--- config.mk ---
export PLATFORM = sky130hd
export DESIGN_NAME = taxi_eth_phy_10g_rx_lock_mlane_flat
export DESIGN_NICKNAME = d
export VERILOG_FILES = /design/src/rtl/taxi_eth_phy_10g_rx_lock_mlane_if.sv /design/src/rtl/taxi_eth_phy_10g_rx_lock_mlane.sv /design/src/flat_wrapper.sv
export SDC_FILE = /design/constraint.sdc
export NUM_CORES = 1
export LEC_CHECK = 0
export ABC_AREA = 1
export BUFFER_PORTS_ARGS = -buffer_cell sky130_fd_sc_hd__buf_2
export CAP_MARGIN = 20
export CORE_UTILIZATION = 55
export DETAILED_ROUTE_END_ITERATION = 10
export PLACE_DENSITY_LB_ADDON = 0.1
export SYNTH_ARGS = -nofsm -noshare
export SYNTH_HDL_FRONTEND = slang
export SYNTH_SLANG_ARGS = --single-unit
--- constraint.sdc ---
create_clock -name rx_clk -period 1.7 [get_ports rx_clk]
set_clock_uncertainty 0.15 [all_clocks]
set_input_delay 0.255 -clock rx_clk [delete_from_list [all_inputs] [get_ports rx_clk]]
set_output_delay 0.255 -clock rx_clk [all_outputs]
set_load 0.01 [all_outputs]
--- src/rtl/taxi_eth_phy_10g_rx_lock_mlane_if.sv ---
// Bundle between the lane gearboxes, the lock/BER block and its status consumers.
// The block itself takes the slave view; whatever feeds headers takes the master view.
interface taxi_eth_phy_10g_rx_lock_mlane_if #(
  parameter int LANES     = 1,
  parameter int HDR_W     = 2,
  parameter int ERR_CNT_W = 7
);
  logic [LANES*HDR_W-1:0]     serdes_rx_hdr;
  logic [LANES-1:0]           serdes_rx_hdr_valid;
  logic                       cfg_err_clear;
  logic [LANES-1:0]           serdes_rx_bitslip;
  logic [LANES-1:0]           serdes_rx_reset_req;
  logic [LANES-1:0]           rx_block_lock;
  logic [LANES-1:0]           rx_high_ber;
  logic [LANES*ERR_CNT_W-1:0] rx_error_count;
  logic                       rx_all_lock;
  logic                       rx_status;

  modport master (
    output serdes_rx_hdr, serdes_rx_hdr_valid, cfg_err_clear,
    input  serdes_rx_bitslip, serdes_rx_reset_req, rx_block_lock, rx_high_ber,
           rx_error_count, rx_all_lock, rx_status
  );

  modport slave (
    input  serdes_rx_hdr, serdes_rx_hdr_valid, cfg_err_clear,
    output serdes_rx_bitslip, serdes_rx_reset_req, rx_block_lock, rx_high_ber,
           rx_error_count, rx_all_lock, rx_status
  );
endinterface

--- src/rtl/taxi_eth_phy_10g_rx_lock_mlane.sv ---
// Multi-lane 64b/66b block lock, bitslip, BER monitor and SERDES reset watchdog.
// Each lane runs its own HUNT/LOCKED/SLIP/HOLD machine; the BER window timer is shared.
module taxi_eth_phy_10g_rx_lock_mlane #(
  parameter int LANES               = 1,
  parameter int HDR_W               = 2,
  parameter int BITSLIP_HIGH_CYCLES = 0,
  parameter int BITSLIP_LOW_CYCLES  = 7,
  parameter int COUNT_125US         = 19531,
  parameter int ERR_CNT_W           = 7,
  parameter int RESET_TIMEOUT       = 1000000
) (
  input logic                             rx_clk,
  input logic                             rx_rst,
  taxi_eth_phy_10g_rx_lock_mlane_if.slave bus
);

  localparam int HIGH_CYC = (BITSLIP_HIGH_CYCLES > 0) ? BITSLIP_HIGH_CYCLES : 1;
  localparam int SLIP_MAX = (HIGH_CYC > BITSLIP_LOW_CYCLES) ? HIGH_CYC : BITSLIP_LOW_CYCLES;
  localparam int SLIP_W   = $clog2(SLIP_MAX + 1);
  localparam int WIN_W    = $clog2(COUNT_125US);
  localparam int RST_W    = (RESET_TIMEOUT > 1) ? $clog2(RESET_TIMEOUT) : 1;

  localparam logic [SLIP_W-1:0]    HIGH_LOAD = SLIP_W'(HIGH_CYC - 1);
  localparam logic [SLIP_W-1:0]    LOW_LOAD  = SLIP_W'(BITSLIP_LOW_CYCLES - 1);
  localparam logic [WIN_W-1:0]     WIN_LAST  = WIN_W'(COUNT_125US - 1);
  localparam logic [RST_W-1:0]     RST_LAST  = RST_W'(RESET_TIMEOUT - 1);
  localparam logic [ERR_CNT_W-1:0] ERR_MAX   = '1;
  localparam logic [HDR_W-1:0]     SYNC_DATA = HDR_W'(1);
  localparam logic [HDR_W-1:0]     SYNC_CTRL = HDR_W'(2);

  typedef enum logic [1:0] {ST_HUNT, ST_LOCKED, ST_SLIP, ST_HOLD} lane_state_e;

  lane_state_e          state        [LANES];
  logic [6:0]           sh_cnt       [LANES];
  logic [4:0]           sh_invld_cnt [LANES];
  logic [SLIP_W-1:0]    slip_cnt     [LANES];
  logic [4:0]           ber_cnt      [LANES];
  logic [4:0]           ber_next     [LANES];
  logic [ERR_CNT_W-1:0] err_cnt      [LANES];
  logic [RST_W-1:0]     rst_cnt      [LANES];

  logic [LANES-1:0] bitslip, block_lock, high_ber, reset_req;
  logic [LANES-1:0] hdr_bad, ber_inc;
  logic [WIN_W-1:0] win_cnt;
  logic             win_end, all_lock, status;

  // NOTE: every signal driven here is assigned on every pass, so no latches are inferred.
  always_comb begin
    win_end = (win_cnt == WIN_LAST);
    for (int l = 0; l < LANES; l++) begin
      hdr_bad[l]  = bus.serdes_rx_hdr_valid[l] &&
                    (bus.serdes_rx_hdr[l*HDR_W +: HDR_W] != SYNC_DATA) &&
                    (bus.serdes_rx_hdr[l*HDR_W +: HDR_W] != SYNC_CTRL);
      ber_inc[l]  = hdr_bad[l] && (state[l] == ST_LOCKED);
      ber_next[l] = (ber_cnt[l] == 5'd16) ? 5'd16 : ber_cnt[l] + {4'd0, ber_inc[l]};
    end
  end

  // NOTE: all state uses non-blocking updates so every lane reads pre-edge values.
  always_ff @(posedge rx_clk) begin
    if (rx_rst) begin
      win_cnt    <= '0;
      all_lock   <= 1'b0;
      status     <= 1'b0;
      bitslip    <= '0;
      block_lock <= '0;
      high_ber   <= '0;
      reset_req  <= '0;
      // NOTE: the per-lane arrays are plain flops, not RAM, so they are reset like any register.
      for (int l = 0; l < LANES; l++) begin
        state[l]        <= ST_HUNT;
        sh_cnt[l]       <= '0;
        sh_invld_cnt[l] <= '0;
        slip_cnt[l]     <= '0;
        ber_cnt[l]      <= '0;
        err_cnt[l]      <= '0;
        rst_cnt[l]      <= '0;
      end
    end else begin
      win_cnt  <= win_end ? '0 : win_cnt + 1'b1;
      all_lock <= &block_lock;
      status   <= (&block_lock) && !(|high_ber);

      for (int l = 0; l < LANES; l++) begin
        case (state[l])
          ST_HUNT: if (bus.serdes_rx_hdr_valid[l]) begin
            if (hdr_bad[l]) begin
              state[l]        <= ST_SLIP;
              bitslip[l]      <= 1'b1;
              slip_cnt[l]     <= HIGH_LOAD;
              sh_cnt[l]       <= '0;
              sh_invld_cnt[l] <= '0;
            end else if (sh_cnt[l] == 7'd63) begin
              state[l]        <= ST_LOCKED;
              block_lock[l]   <= 1'b1;
              sh_cnt[l]       <= '0;
              sh_invld_cnt[l] <= '0;
            end else begin
              sh_cnt[l] <= sh_cnt[l] + 7'd1;
            end
          end
          // The 16th invalid header unlocks even when it also closes the 64-header window.
          ST_LOCKED: if (bus.serdes_rx_hdr_valid[l]) begin
            if (hdr_bad[l] && sh_invld_cnt[l] == 5'd15) begin
              state[l]        <= ST_SLIP;
              block_lock[l]   <= 1'b0;
              bitslip[l]      <= 1'b1;
              slip_cnt[l]     <= HIGH_LOAD;
              sh_cnt[l]       <= '0;
              sh_invld_cnt[l] <= '0;
            end else if (sh_cnt[l] == 7'd63) begin
              sh_cnt[l]       <= '0;
              sh_invld_cnt[l] <= '0;
            end else begin
              sh_cnt[l]       <= sh_cnt[l] + 7'd1;
              sh_invld_cnt[l] <= sh_invld_cnt[l] + {4'd0, hdr_bad[l]};
            end
          end
          ST_SLIP: begin
            if (slip_cnt[l] == '0) begin
              bitslip[l] <= 1'b0;
              if (BITSLIP_LOW_CYCLES == 0) begin
                state[l] <= ST_HUNT;
              end else begin
                state[l]    <= ST_HOLD;
                slip_cnt[l] <= LOW_LOAD;
              end
            end else begin
              slip_cnt[l] <= slip_cnt[l] - 1'b1;
            end
          end
          default: begin
            if (slip_cnt[l] == '0) state[l] <= ST_HUNT;
            else                   slip_cnt[l] <= slip_cnt[l] - 1'b1;
          end
        endcase

        if (bus.cfg_err_clear)                      err_cnt[l] <= '0;
        else if (ber_inc[l] && err_cnt[l] != ERR_MAX) err_cnt[l] <= err_cnt[l] + 1'b1;

        // High-BER is re-evaluated at each window end and otherwise only sets.
        if (win_end) begin
          high_ber[l] <= (ber_next[l] >= 5'd16);
          ber_cnt[l]  <= '0;
        end else begin
          if (ber_next[l] == 5'd16) high_ber[l] <= 1'b1;
          ber_cnt[l] <= (ber_inc[l] && sh_invld_cnt[l] == 5'd15) ? 5'd0 : ber_next[l];
        end

        if (RESET_TIMEOUT == 0 || block_lock[l]) begin
          rst_cnt[l]   <= '0;
          reset_req[l] <= 1'b0;
        end else if (rst_cnt[l] == RST_LAST) begin
          rst_cnt[l]   <= '0;
          reset_req[l] <= 1'b1;
        end else begin
          rst_cnt[l]   <= rst_cnt[l] + 1'b1;
          reset_req[l] <= 1'b0;
        end
      end
    end
  end

  always_comb begin
    bus.serdes_rx_bitslip   = bitslip;
    bus.serdes_rx_reset_req = reset_req;
    bus.rx_block_lock       = block_lock;
    bus.rx_high_ber         = high_ber;
    bus.rx_all_lock         = all_lock;
    bus.rx_status           = status;
    bus.rx_error_count      = '0;
    for (int l = 0; l < LANES; l++) begin
      bus.rx_error_count[l*ERR_CNT_W +: ERR_CNT_W] = err_cnt[l];
    end
  end

endmodule

--- src/flat_wrapper.sv ---
// flat-port wrapper written by rule: the top's interface ports become plain ports
module taxi_eth_phy_10g_rx_lock_mlane_flat 
#(
  parameter int LANES               = 1,
  parameter int HDR_W               = 2,
  parameter int BITSLIP_HIGH_CYCLES = 0,
  parameter int BITSLIP_LOW_CYCLES  = 7,
  parameter int COUNT_125US         = 19531,
  parameter int ERR_CNT_W           = 7,
  parameter int RESET_TIMEOUT       = 1000000
)
  (rx_clk, rx_rst, bus_serdes_rx_hdr, bus_serdes_rx_hdr_valid, bus_cfg_err_clear, bus_serdes_rx_bitslip, bus_serdes_rx_reset_req, bus_rx_block_lock, bus_rx_high_ber, bus_rx_error_count, bus_rx_all_lock, bus_rx_status);
  taxi_eth_phy_10g_rx_lock_mlane_if #(.LANES(LANES), .HDR_W(HDR_W), .ERR_CNT_W(ERR_CNT_W)) bus_i ();
  input logic rx_clk;
  input logic rx_rst;
  input wire logic [$bits(bus_i.serdes_rx_hdr)-1:0] bus_serdes_rx_hdr;
  input wire logic [$bits(bus_i.serdes_rx_hdr_valid)-1:0] bus_serdes_rx_hdr_valid;
  input wire logic [$bits(bus_i.cfg_err_clear)-1:0] bus_cfg_err_clear;
  output wire logic [$bits(bus_i.serdes_rx_bitslip)-1:0] bus_serdes_rx_bitslip;
  output wire logic [$bits(bus_i.serdes_rx_reset_req)-1:0] bus_serdes_rx_reset_req;
  output wire logic [$bits(bus_i.rx_block_lock)-1:0] bus_rx_block_lock;
  output wire logic [$bits(bus_i.rx_high_ber)-1:0] bus_rx_high_ber;
  output wire logic [$bits(bus_i.rx_error_count)-1:0] bus_rx_error_count;
  output wire logic [$bits(bus_i.rx_all_lock)-1:0] bus_rx_all_lock;
  output wire logic [$bits(bus_i.rx_status)-1:0] bus_rx_status;
  assign bus_i.serdes_rx_hdr = bus_serdes_rx_hdr;
  assign bus_i.serdes_rx_hdr_valid = bus_serdes_rx_hdr_valid;
  assign bus_i.cfg_err_clear = bus_cfg_err_clear;
  assign bus_serdes_rx_bitslip = bus_i.serdes_rx_bitslip;
  assign bus_serdes_rx_reset_req = bus_i.serdes_rx_reset_req;
  assign bus_rx_block_lock = bus_i.rx_block_lock;
  assign bus_rx_high_ber = bus_i.rx_high_ber;
  assign bus_rx_error_count = bus_i.rx_error_count;
  assign bus_rx_all_lock = bus_i.rx_all_lock;
  assign bus_rx_status = bus_i.rx_status;
  taxi_eth_phy_10g_rx_lock_mlane #(.LANES(LANES), .HDR_W(HDR_W), .BITSLIP_HIGH_CYCLES(BITSLIP_HIGH_CYCLES), .BITSLIP_LOW_CYCLES(BITSLIP_LOW_CYCLES), .COUNT_125US(COUNT_125US), .ERR_CNT_W(ERR_CNT_W), .RESET_TIMEOUT(RESET_TIMEOUT)) u_core (.rx_clk(rx_clk), .rx_rst(rx_rst), .bus(bus_i));
endmodule
==> results of run 1 <==
## flip-flops by register name, summed over array words and instances, names as in the netlist
| name | flops |
|---|---|
| u_core.rst_cnt | 20 |
| u_core.win_cnt | 15 |
| u_core.err_cnt | 7 |
| u_core.sh_cnt | 7 |
| u_core.ber_cnt | 5 |
| u_core.sh_invld_cnt | 5 |
| u_core.slip_cnt | 3 |
| u_core.state | 2 |
| u_core.bus.rx_all_lock | 1 |
| u_core.bus.rx_block_lock | 1 |
| u_core.bus.rx_high_ber | 1 |
| u_core.bus.rx_status | 1 |
| u_core.bus.serdes_rx_bitslip | 1 |
| u_core.bus.serdes_rx_reset_req | 1 |
## metrics by stage
step	power [W]	utilization (%)	hold slack (ps)
3_3_place_gp	0.00254	65.7	293
4_1_cts	0.00403	70.5	153
6_report	0.00415	77.3	173
2_1_floorplan	0.00237	-	280
5_1_grt	0.00432	77.3	169
3_5_place_dp	0.00256	65.7	303
## worst reg2reg max path: stages, from the launching register on
cell and delay (ps):
edfxtp_1 370, inv_2 60, nor2_2 140, nand2_1 80, inv_2 70, ha_4 150, ha_4 140, nand3_2 80
xnor2_1 180, inv_1 90, nor3_2 140
## report_power, final
part           total, W  internal [W]  switching, W
clock network   0.00145      0.000731      0.000719
registers       0.00205       0.00195     0.0000978
logic          0.000653      0.000294      0.000360
## kinds of logic (layout without fill, tap and decap cells)
kind of cell,after synthesis,after routing,share of synthesized area (%)
AO/OA/AOI/OAI,29,29,3.97
XOR/XNOR,27,27,6.15
adder cells (fa/ha/maj),10,10,3.25
buffers and inverters,55,141,5.82
flip-flops,70,70,49.2
other,1,25,0.0975
AND/OR/NAND/NOR,270,270,31.5
## metal layers
layer	up-vias	global-route usage (%)	routed length (microns)
met1	1572	28.2	3730
li1	1715	-	-
met4	0	7.58	143
met2	85	41.0	4380
met3	20	5.49	420
met5	-	0	0
## Yosys cell counts (all sizes together)
cell type,number
a21boi,1
a21oi,21
a31oi,1
and3,1
buf,4
clkbuf,1
conb,1
dfxtp,21
edfxtp,49
ha,10
inv,50
nand2,94
nand3,35
nand3b,6
nand4,16
nor2,95
nor3,17
nor3b,3
o21ai,6
or2,3
xnor2,9
xor2,18
## final timing paths
check / cells after the start / to / slack (ps)
max reg2reg: 10 / u_core.ber_cnt[0][4]$_SDFFCE_PP0P_ / -90
min: 3 / u_core.bus.rx_status$_SDFF_PP0_ / 170
min reg2reg: 1 / u_core.win_cnt[0]$_SDFF_PP0_ / 320
max: 10 / u_core.ber_cnt[0][4]$_SDFFCE_PP0P_ / -90
## area by class of cell
class	count	area, sq um
clock buffer	11	174
tap	80	100
clock inverter	5	45.0
timing repair buffer	75	608
sequential	70	1890
inverter	50	196
multi-input combinational	361	2210
fill	435	1530
## timing repair
item / in CTS / in global routing
gates cloned: 0 / 3
resized for setup: 18 / 87
setup buffers: 4 / 14
endpoints found under the setup margin: 45 / 85
pin swaps: 12 / 22
==> results.md, run 1 <==
- Final Wtd Congestion: slightly below 0.9
- Crit path max-delay cell type: edfxtp_1
- GR Overflow Total: 0
- Critical path, cell by cell: inv_2, nor2_2, nand2_1, inv_2, ha_4, ha_4, nand3_2, xnor2_1, inv_1, nor3_2
- CP Capture Type: register
- Pre-antenna DRT Iters: 5
- Vert. Die Dim: approximately 86 microns
- Port buffer count: 18
- Place WS: -171 ps
- Critical Path Max Stage Delay: 370 ps
- DRT iter0 DRCs: 161
- Cell Count, Final, Fillers Out: 652
- Initial antenna violation count: 0
- Cell area after synthesis: around 0.0038 sq mm
- Crit-path max FO: 2
- Leakage: 2.02 nW
- Max_cap viols: 0
- Clk buf depth: 2
- Setup violations, final: 17
- Starting Density: between 50% and 60%
- Peak VDD IR: about 0.5 mV
- Clock slew at reported path FFs: roughly 90 ps
- CTS tree: done
- Buf/Inv on CP: 3
- Post-layout min period: 1790 ps
- Min-delay src: rx_rst
- HPWL Detailed: 5680 microns
- Post-route clock period utilization: 105%
- Die span in x: 85.6 microns
- Vias in the first global route: roughly 3200
- WP data arrival: around 1800 ps
- DR WL/cell: roughly 13 microns
- Top cell type's share of synthesized area: about two fifths
- Most frequent cells in the layout: 81 x nand2_1, 56 x nor2_1, 49 x edfxtp_1, 45 x buf_4, 40 x inv_1
- Crit path launch type: register
- RSZ-0062 raised after global routing: yes
- IO Pins: 19
- Cell taking the most area after synthesis: edfxtp_1
- Status: finished, violations left
- CTS buffer count: 9
- Ys Warns: 0
- Drt total wl: between 8000 and 9000 microns
- Via count: 3392
- #FFs+latches synth: 70
- Sequential share of the synthesized area: between 40% and 50%
- Worst Setup SP: u_core.state[0][0]$_SDFFCE_PP0P_
- Pwr Density: between 700 and 800 mW/mm^2
- # hold bufs at CTS: 0
- Setup TNS: -557 ps
- Clock Latency Late Sink: between 300 and 400 ps
- Worst flop-to-flop path startpoint: u_core.state[0][0]$_SDFFCE_PP0P_
- Placed insts: between 600 and 700
- GRT Resource Usage Total: 23.3%
- Die area: ~0.0073 sq mm
- Failing checks: negative setup slack
- Nets: between 500 and 600
- Syn Area/Cell: 8.33 sq um
- Largest cells by area after synthesis: edfxtp_1 38%, dfxtp_1 11%, nand2_1 9.0%, nor2_1 8.5%, inv_1 4.6%
- CP top delay family: simple AND/OR/NAND/NOR gates
- Core box area: between 0.006 and 0.007 sq mm
- Post-DRT Antenna Nets: 0
- Worst hold path class: in -> reg
- Crit path required time: approximately 1800 ps
- H-tree depth: 3
- CTS root buf: clkbuf_8
- Global-route wire length before repair: 13500 microns
- Site row count: 30
- Distinct cells, synth: 30
- Commonest non-fill, non-tap cell in the layout: nand2_1
- DR vias/cell: approximately 5.2
- DR DRC count: 0
- Setup ws final: -93.5 ps
- Final Hold Vio Count: 0
- Critical path class: reg -> reg
- Largest net degree at the start of global routing: 21
- Area Growth Syn to Fin: 35.8%
- Fmax: about 560 MHz
- Max-slew violation count: 0
- Placed Area: approximately 0.0044 sq mm
- Ant diodes: 0
- Share of layout cells above drive strength 1: 34.4%
- Post-route cell area: between 0.005 and 0.006 sq mm
- Clock sink total: 70
- Post-Syn Instances: 462
(Power assumes the default switching activity.)
==> inputs of run 2 (changes only) <==
--- a/config.mk
+++ b/config.mk
@@ -10,3 +10,5 @@
 export CAP_MARGIN = 20
-export CORE_UTILIZATION = 55
+export CELL_PAD_IN_SITES_DETAIL_PLACEMENT = 0
+export CELL_PAD_IN_SITES_GLOBAL_PLACEMENT = 1
+export CORE_UTILIZATION = 42
 export DETAILED_ROUTE_END_ITERATION = 10
==> constraint.sdc (replaced) <==
create_clock -name rx_clk -period 1.7 [get_ports rx_clk]
set_clock_uncertainty 0.15 [all_clocks]
set_input_delay 0.51 -clock rx_clk [delete_from_list [all_inputs] [get_ports rx_clk]]
set_output_delay 0.51 -clock rx_clk [all_outputs]
set_load 0.1 [all_outputs]
==> run 2 against run 1 <==
  * The flow finishes with violations (design-rule violations, negative setup slack)
  * Wire length is 0.67% higher
  * Sequential cell count unchanged
  * Fmax increased by 3.2%
  * Clock power rose by 7%
  * Sequential share of layout area down 2.5 points
  * Critical path depth decreased by 8
  * First-iteration DRC count is 55% lower
  * Non-clock buffer count is 16 higher
  * Critical path type is now reg -> out
==> results.md, run 2 (synthesized netlist as in run 1, its figures left out) <==
- Clock Latency Late Sink: between 300 and 400 ps
- Placed Area: 0.00478 sq mm
- Final Hold Vio Count: 0
- Drt total wl: approximately 8700 microns
- CTS buffer count: 9
- Initial antenna violation count: 0
- Critical Path Max Stage Delay: 420 ps
- Post-layout min period: approximately 1700 ps
- Fmax: approximately 580 MHz
- Filler cell count: a little under 800
- Post-route cell area: between 0.005 and 0.006 sq mm
- Crit path launch type: register
- Site row count: 34
- Via count: around 3400
- Share of layout cells above drive strength 1: a little over a third
- Clock slew at reported path FFs: around 80 ps
- Clock sink total: 70
- Flop pwr share: 45.8%
- Critical path, cell by cell: buf_6, buf_12
- Max reg flops: 20
- Ant diodes: 0
- Place WS: -571 ps
- Commonest non-fill, non-tap cell in the layout: nand2_1
- DR vias/cell: around 4.8
- GR Overflow Total: 0
- DR DRC count: 2
- Setup TNS: -277 ps
- Setup ws final: -37.7 ps
- Post-DRT Antenna Nets: 0
- Final Wtd Congestion: slightly above 0.8
- Min Hold Slack: approximately 350 ps
- Most frequent cells in the layout: 79 x nand2_1, 62 x nor2_1, 62 x buf_4, 49 x edfxtp_1, 36 x inv_1
- P_sw: 0.00129 W
- Clk buf depth: 2
- Switching share of power: ~29%
- RSZ-0062 raised after global routing: yes
- Die span in x: between 90 and 100 microns
- Area Growth Syn to Fin: 46.0%
- HPWL Detailed: roughly 6000 microns
- Worst hold path class: reg -> reg
- Utilization after layout: between 60% and 70%
- DRT iter0 DRCs: between 70 and 80
- Leakage: ~2.2 nW
- Max-slew violation count: 0
- CP top delay family: flip-flops
- CTS root buf: clkbuf_8
- Core box area: ~0.0088 sq mm
- DR WL/cell: ~13 microns
- Crit path max-delay cell type: edfxtp_1
- WP data arrival: ~1100 ps
- Nets: around 600
- IO Pins: 19
- Setup violations, final: 18
- Largest net degree at the start of global routing: 21
- Clk network pwr share: about a third
- Internal power: between 0.003 and 0.004 W
- Buf/Inv on CP: 2
- CTS tree: done
- Global-route wire length before repair: approximately 15000 microns
- Crit path required time: 1040 ps
- Crit-path max FO: 3
- Failing checks: design-rule violations, negative setup slack
- Vert. Die Dim: about 98 microns
- CP Capture Type: primary output
- Pwr Density: 801 mW/mm^2
- Biggest register: u_core.rst_cnt
- Pre-antenna DRT Iters: 7
- Starting Density: roughly 44%
- Max_cap viols: 0
- Port buffer count: 18
- Vias in the first global route: between 3000 and 4000
- Largest registers: u_core.rst_cnt x20, u_core.win_cnt x15
- H-tree depth: 3
- Die area: about 0.0095 sq mm
- Post-route clock period utilization: 102%
- Critical path class: reg -> out
- Status: finished, violations left
- Comb power frac: between 15 and 20%
- GRT Resource Usage Total: 19.0%
- Peak VDD IR: roughly 0.46 mV
- # hold bufs at CTS: 0
run 2: cell count changes in the layout (fill, tap and decap cells not counted), moves of 3 or more:
cell	previous run	this run
inv_2	8	11
nand3_2	12	9
nor2_2	29	23
ha_4	2	5
nor3_2	8	3
nor2_1	56	62
buf_12	2	14
buf_4	45	62
nor3_1	9	14
nand3_4	2	5
inv_1	40	36
buf_2	18	4
nand2_2	8	11
run 2: tightest hold or removal path: stages, from the launching register on:
cell and delay [ps]:
dfxtp_1 330, nand2_1 70, a21oi_1 50
run 2: power by group through the flow:
| stage | clock [W] | sequential [W] | combinational (W) |
|---|---|---|---|
| global route | 0.00167 | 0.00207 | 0.000965 |
| global placement | 0 | 0.00208 | 0.000693 |
| CTS | 0.00159 | 0.00205 | 0.000755 |
| detailed placement | 0 | 0.00208 | 0.000704 |
| floorplan | 0 | 0.00219 | 0.000303 |
| finish | 0.00155 | 0.00206 | 0.000886 |
run 2: worst paths after layout:
kind,startpoint,to,slack [ps],cells past startpoint
hold reg to reg,u_core.win_cnt[14]$_SDFF_PP0_,u_core.win_cnt[14]$_SDFF_PP0_,350,2
hold / removal,u_core.win_cnt[14]$_SDFF_PP0_,u_core.win_cnt[14]$_SDFF_PP0_,350,2
setup / recovery,u_core.err_cnt[0][0]$_SDFFCE_PN0P_,bus_rx_error_count[0],-40,2
setup reg to reg,u_core.sh_cnt[0][0]$_DFFE_PP_,u_core.sh_cnt[0][5]$_DFFE_PP_,-20,9
run 2: routing by layer:
layer,vias to the layer above,GRT usage (%),part of all wire (%)
met2,37,32.1,50
met1,1571,24.5,46
met4,0,6.41,1.7
met5,-,0,0
met3,14,3.53,2.3
li1,1750,-,-
run 2: layout make-up:
| type | count | area, sq um | area share (%) |
|---|---|---|---|
| Sequential cell | 70 | 1890 | 33.7 |
| Timing Repair Buffer | 91 | 917 | 16.3 |
| Clock inverter | 5 | 61.3 | 1.09 |
| Tap cell | 108 | 135 | 2.41 |
| Inverter | 50 | 205 | 3.65 |
| Multi-Input combinational cell | 361 | 2230 | 39.7 |
| Clock buffer | 11 | 174 | 3.10 |
run 2: metrics by stage:
| step | instances | power, W |
|---|---|---|
| finish | 696 | 0.00450 |
| global route | 696 | 0.00470 |
| CTS | 683 | 0.00439 |
| detailed placement | 653 | 0.00279 |
| global placement | 653 | 0.00277 |
| floorplan | 486 | 0.00250 |
run 2: what timing repair did:
item                                    in CTS  in global routing
pin swaps                                   12                 35
endpoints found under the setup margin      42                 92
buffers inserted                            16                 10
cloned                                       0                  3
resized for setup                           28                 71
